===== src/rtl/prio_encoder_rr_pkg.sv =====
// enc_pkg: shared mode constants, request classification and lowest-set-bit helpers.
package enc_pkg;
  localparam int ENC_MODE_FIXED = 0;
  localparam int ENC_MODE_RR = 1;
  typedef enum logic [1:0] {ENC_NONE, ENC_ONE, ENC_MULTI} enc_class_t;
  function automatic logic [5:0] lsb_index(input logic [63:0] vec);
    logic [5:0] r;
    r = '0;
    for (int i = 63; i >= 0; i--) if (vec[i]) r = 6'(i);
    return r;
  endfunction
  function automatic enc_class_t popcnt_class(input logic [63:0] vec);
    return vec == '0 ? ENC_NONE : (vec & (vec - 64'd1)) == '0 ? ENC_ONE : ENC_MULTI;
  endfunction
endpackage


===== src/rtl/prio_encoder_rr_pick.sv =====
// rr_prio_pick: round-robin pick, first set bit above ptr, else lowest set bit.
module rr_prio_pick
  import enc_pkg::*;
#(
  parameter int N = 8,
  parameter int W = 3
) (
  input  logic [N-1:0] req,
  input  logic [W-1:0] ptr,
  output logic [W-1:0] idx,
  output logic         any
);
  logic [N-1:0] masked;
  for (genvar i = 0; i < N; i++) begin : g_mask
    assign masked[i] = req[i] & (W'(i) > ptr);
  end
  assign idx = W'(lsb_index(64'(|masked ? masked : req)));
  assign any = |req;
endmodule


===== src/rtl/prio_encoder_rr.sv =====
// prio_encoder_rr: N-to-log2(N) fixed/round-robin priority encoder with a registered valid/ready output.
module prio_encoder_rr
  import enc_pkg::*;
#(
  parameter int N = 8,
  parameter int MODE = ENC_MODE_FIXED,
  localparam int W = N > 1 ? $clog2(N) : 1
) (
  input  logic         clk,
  input  logic         rst,
  input  logic [N-1:0] in_req,
  input  logic         in_valid,
  output logic         in_ready,
  output logic [W-1:0] out_idx,
  output logic         out_none,
  output logic         out_onehot,
  output logic         out_multi,
  output logic         out_valid,
  input  logic         out_ready
);
  logic [W-1:0] rr_ptr, rr_idx, idx;
  logic rr_any;
  enc_class_t cls;
  rr_prio_pick #(.N(N), .W(W)) u_pick (
    .req(in_req),
    .ptr(rr_ptr),
    .idx(rr_idx),
    .any(rr_any)
  );
  always_comb begin
    idx = MODE == ENC_MODE_RR ? rr_idx : W'(lsb_index(64'(in_req)));
    cls = popcnt_class(64'(in_req));
  end
  assign in_ready = !out_valid || out_ready;
  always_ff @(posedge clk) begin
    if (rst) begin
      out_valid <= 1'b0;
      out_idx <= '0;
      out_none <= 1'b0;
      out_onehot <= 1'b0;
      out_multi <= 1'b0;
      rr_ptr <= W'(N - 1);
    end else if (in_valid && in_ready) begin
      out_valid <= 1'b1;
      out_idx <= idx;
      out_none <= cls == ENC_NONE;
      out_onehot <= cls == ENC_ONE;
      out_multi <= cls == ENC_MULTI;
      if (rr_any) rr_ptr <= rr_idx;
    end else if (out_ready) begin
      out_valid <= 1'b0;
    end
  end
endmodule


===== config.mk =====
export PLATFORM = sky130hd
export DESIGN_NAME = prio_encoder_rr
export DESIGN_NICKNAME = d
export VERILOG_FILES = /design/src/rtl/prio_encoder_rr_pkg.sv /design/src/rtl/prio_encoder_rr_pick.sv /design/src/rtl/prio_encoder_rr.sv
export SDC_FILE = /design/constraint.sdc
export NUM_CORES = 1
export LEC_CHECK = 0
export ABC_AREA = 1
export BUFFER_PORTS_ARGS = -buffer_cell sky130_fd_sc_hd__clkbuf_2
export CORE_AREA = 8 8 45 47
export DETAILED_ROUTE_END_ITERATION = 7
export DIE_AREA = 0 0 53 55
export PLACE_DENSITY = 0.65
export SYNTH_ARGS = -nofsm -noshare
export SYNTH_HDL_FRONTEND = slang
export SYNTH_SLANG_ARGS = --single-unit
export TNS_END_PERCENT = 5

===== constraint.sdc =====
create_clock -name clk -period 1 [get_ports clk]
set_input_delay 0.1 -clock clk [delete_from_list [all_inputs] [get_ports clk]]
set_output_delay 0.1 -clock clk [all_outputs]
set_load 0.03 [all_outputs]

==> key figures <==
Routing
  • Vias/cell: between 4 and 5
  • DR WL/cell: about 9.0 µm
  • Initial DRC count: 3
  • DRC violations left: 0
  • Post-Route WL: 1.017 mm
  • 1st-pass router iterations: 4
  • Routed Antenna Nets: 0
  • Vias: just over 500

Floorplanning
  • Die width: ~53 µm
  • # IOs: 20
  • Starting density of the core: 0.3210
  • Full die area: 2915 µm²
  • Core ar.: ~1400 µm²
  • Row count: 14
  • Die height: approximately 55 µm

Clocking
  • Cts repair resizes: 0
  • Setup bufs post-CTS: 0
  • CTS tree: built
  • Clk_lat worst skew: ~0.25 ns
  • CTS sink count: 7
  • H-tree depth: 1
  • TritonCTS Buffers: 3
  • Clock root cell: clkbuf_4
  • Reg clk slew, reported paths: about 0.05 ns
  • Clock tree buffer depth: 2
  • Hold_buf cts: 0

Global routing
  • First-pass GRT wire length: 1.704 mm
  • Largest net degree at the start of global routing: 9
  • Vias in the first global route: around 490
  • Antenna violations before repair: 0
  • Grt ovf: 0
  • Gr usage total: 0.07503

Placed design
  • GP Congestion: between 0.7 and 0.8
  • Placed insts: 109
  • Placed Instance Area: 611.8 µm²
  • PortBufs: 19
  • Detail Placement HPWL: just over 900 µm

Critical path
  • Startpoint types: register
  • CP Class: reg -> out
  • CP Capture Type: output pin
  • Crit. Startpoint: out_valid
  • WP data arrival: a little under 0.9 ns
  • Worst EP required: roughly 0.9 ns
  • RR Startpoint: out_valid
  • Worst-path fanout max: 3

Synthesis
  • Cell taking the most area after synthesis: dfxtp_1
  • Post-Syn Area: ~440 µm²
  • Syn Inst Count: 70
  • Ys Warns: 0
  • Yosys top cell area share: 0.3155
  • Sequential area share after synthesis: 0.3155
  • Flops & latches, synth: 7
  • Syn Nets: 82
  • Area contributors post-synth: dfxtp_1 (32%), nand2_1 (17%), inv_1 (8.5%), nor2_1 (8.5%), nor2_4 (7.6%)
  • Netlist cell types: 15
  • Mean Syn Cell Area: roughly 6.3 µm²

STA
  • FMAX: approximately 1000 MHz
  • Fin crit share: 0.9689
  • Worst rel slew slack: 0.8583
  • Setup-failing EPs final: 0
  • Worst-margin pin slew: approximately 0.21 ns
  • Final Hold Vio Count: 0
  • Setup TNS: 0 ns
  • RSZ-0062 raised after global routing: true
  • Final Critical Period: approximately 0.97 ns
  • Final Skew: 0.002008 ns
  • Slew Limit Fails: 0

Run
  • Max cap viols: 0

Pwr
  • Comb pwr share: 0.267
  • Sequential Power Share: 0.403
  • Clock Power Share: 0.329
  • Power Density: between 1000 and 1500 nW/µm²
  • Net Sw Power: between 0.2 and 0.25 mW
  • Peak VDD IR: 0.4685 mV
  • Total Power: about 0.76 mW
  • Leakage: 0.3283 nW
  • P_int: 0.5241 mW
  • Sw Share: 0.3141

Min path
  • Min-delay src: rst
  • Hold Crit Class: in -> reg

Cells and area
  • Syn-to-layout area delta: 43.66%
  • Layout cells sized above 1: 0.3918
  • Post-route cell area: approximately 640 µm²
  • Final std cells w/o fill: 113
  • Antenna cell count: 0
  • Fin nets: 110

Outcome
  • Status: finished clean
## layer usage
layer,up-vias,GRT usage,routed length (µm)
li1,276,-,-
met5,-,0,0
met4,0,0.05172,17
met2,12,0.1563,543
met1,219,0.06116,385
met3,2,0.01337,70
## cells in the mapped netlist
cell type	count
o21bai_1	1
inv_1	10
nor2_2	1
o21ai_0	4
nor2_1	10
inv_2	1
o31ai_1	1
nand3_1	3
dfxtp_1	7
nor2_4	3
a21oi_2	1
nand2_2	1
nand3_2	2
a21oi_1	5
nand2_1	20
## through the flow
stage	util	setup WS (ns)	hold WS [ns]
final	0.4611	0.03110	0.06038
after global routing	0.4611	-0.006153	0.06819
after CTS	0.4611	0.02336	0.05905
after detailed placement	0.4421	-0.05928	0.3185
after global placement	0.4421	-0.03677	0.3185
after floorplan	-	0.004253	0.1594
## area by class of cell
class	instances	area, µm²
tap	16	20.02
fill	162	745.7
sequential	7	143.9
inverter	11	41.29
clock buffer	4	26.28
timing repair buffer	23	125.1
multi-input combinational	52	281.5
## cells in the final DEF, fill, tap and decap left out
cell type and n:
o21bai_1 1, dfxtp_4 1, clkbuf_4 3, clkbuf_1 1
nand2_1 18, o31ai_1 1, clkbuf_2 19, nor2_2 1
nor2_4 3, nand3_1 3, inv_2 1, dfxtp_1 6
inv_1 10, buf_4 4, nand3_2 2, nand2_2 2
a21oi_1 5, a21oi_2 1, o21ai_0 4, nand2_8 1
nor2_1 10
## cells by family (layout without fill, tap and decap cells)
logic type | after synthesis | after routing | share of synthesized area
AND/OR/NAND/NOR | 40 | 40 | 0.4366
AO/OA/AOI/OAI | 12 | 12 | 0.1549
buffers and inverters | 11 | 38 | 0.09296
flip-flops | 7 | 7 | 0.3155
## power groups by stage
stage,clock network [mW],registers [mW],logic [mW]
floorplan,0,0.348,0.0928
global placement,0,0.313,0.205
detailed placement,0,0.314,0.208
CTS,0.260,0.308,0.208
global route,0.275,0.310,0.228
finish,0.252,0.308,0.204
## registers in the layout, indices dropped and copies added, names as in the netlist
| name | cells |
|---|---|
| out_idx | 3 |
| out_valid | 1 |
| out_multi | 1 |
| out_onehot | 1 |
| out_none | 1 |
## worst max-delay path, cell delays in order (launching register included)
cell,delay [ns]
dfxtp_4,0.36
nand2_8,0.07
clkbuf_2,0.20
## path summary, 6_finish.rpt
kind / slack (ns) / endpoint / cells past startpoint
hold / removal: 0.06 / out_onehot / 2
setup / recovery: 0.03 / in_ready / 2
setup reg to reg: 0.06 / out_idx[2] / 5
hold reg to reg: 0.47 / out_multi / 2
No activity file was read; power rests on OpenSTA's default activity.
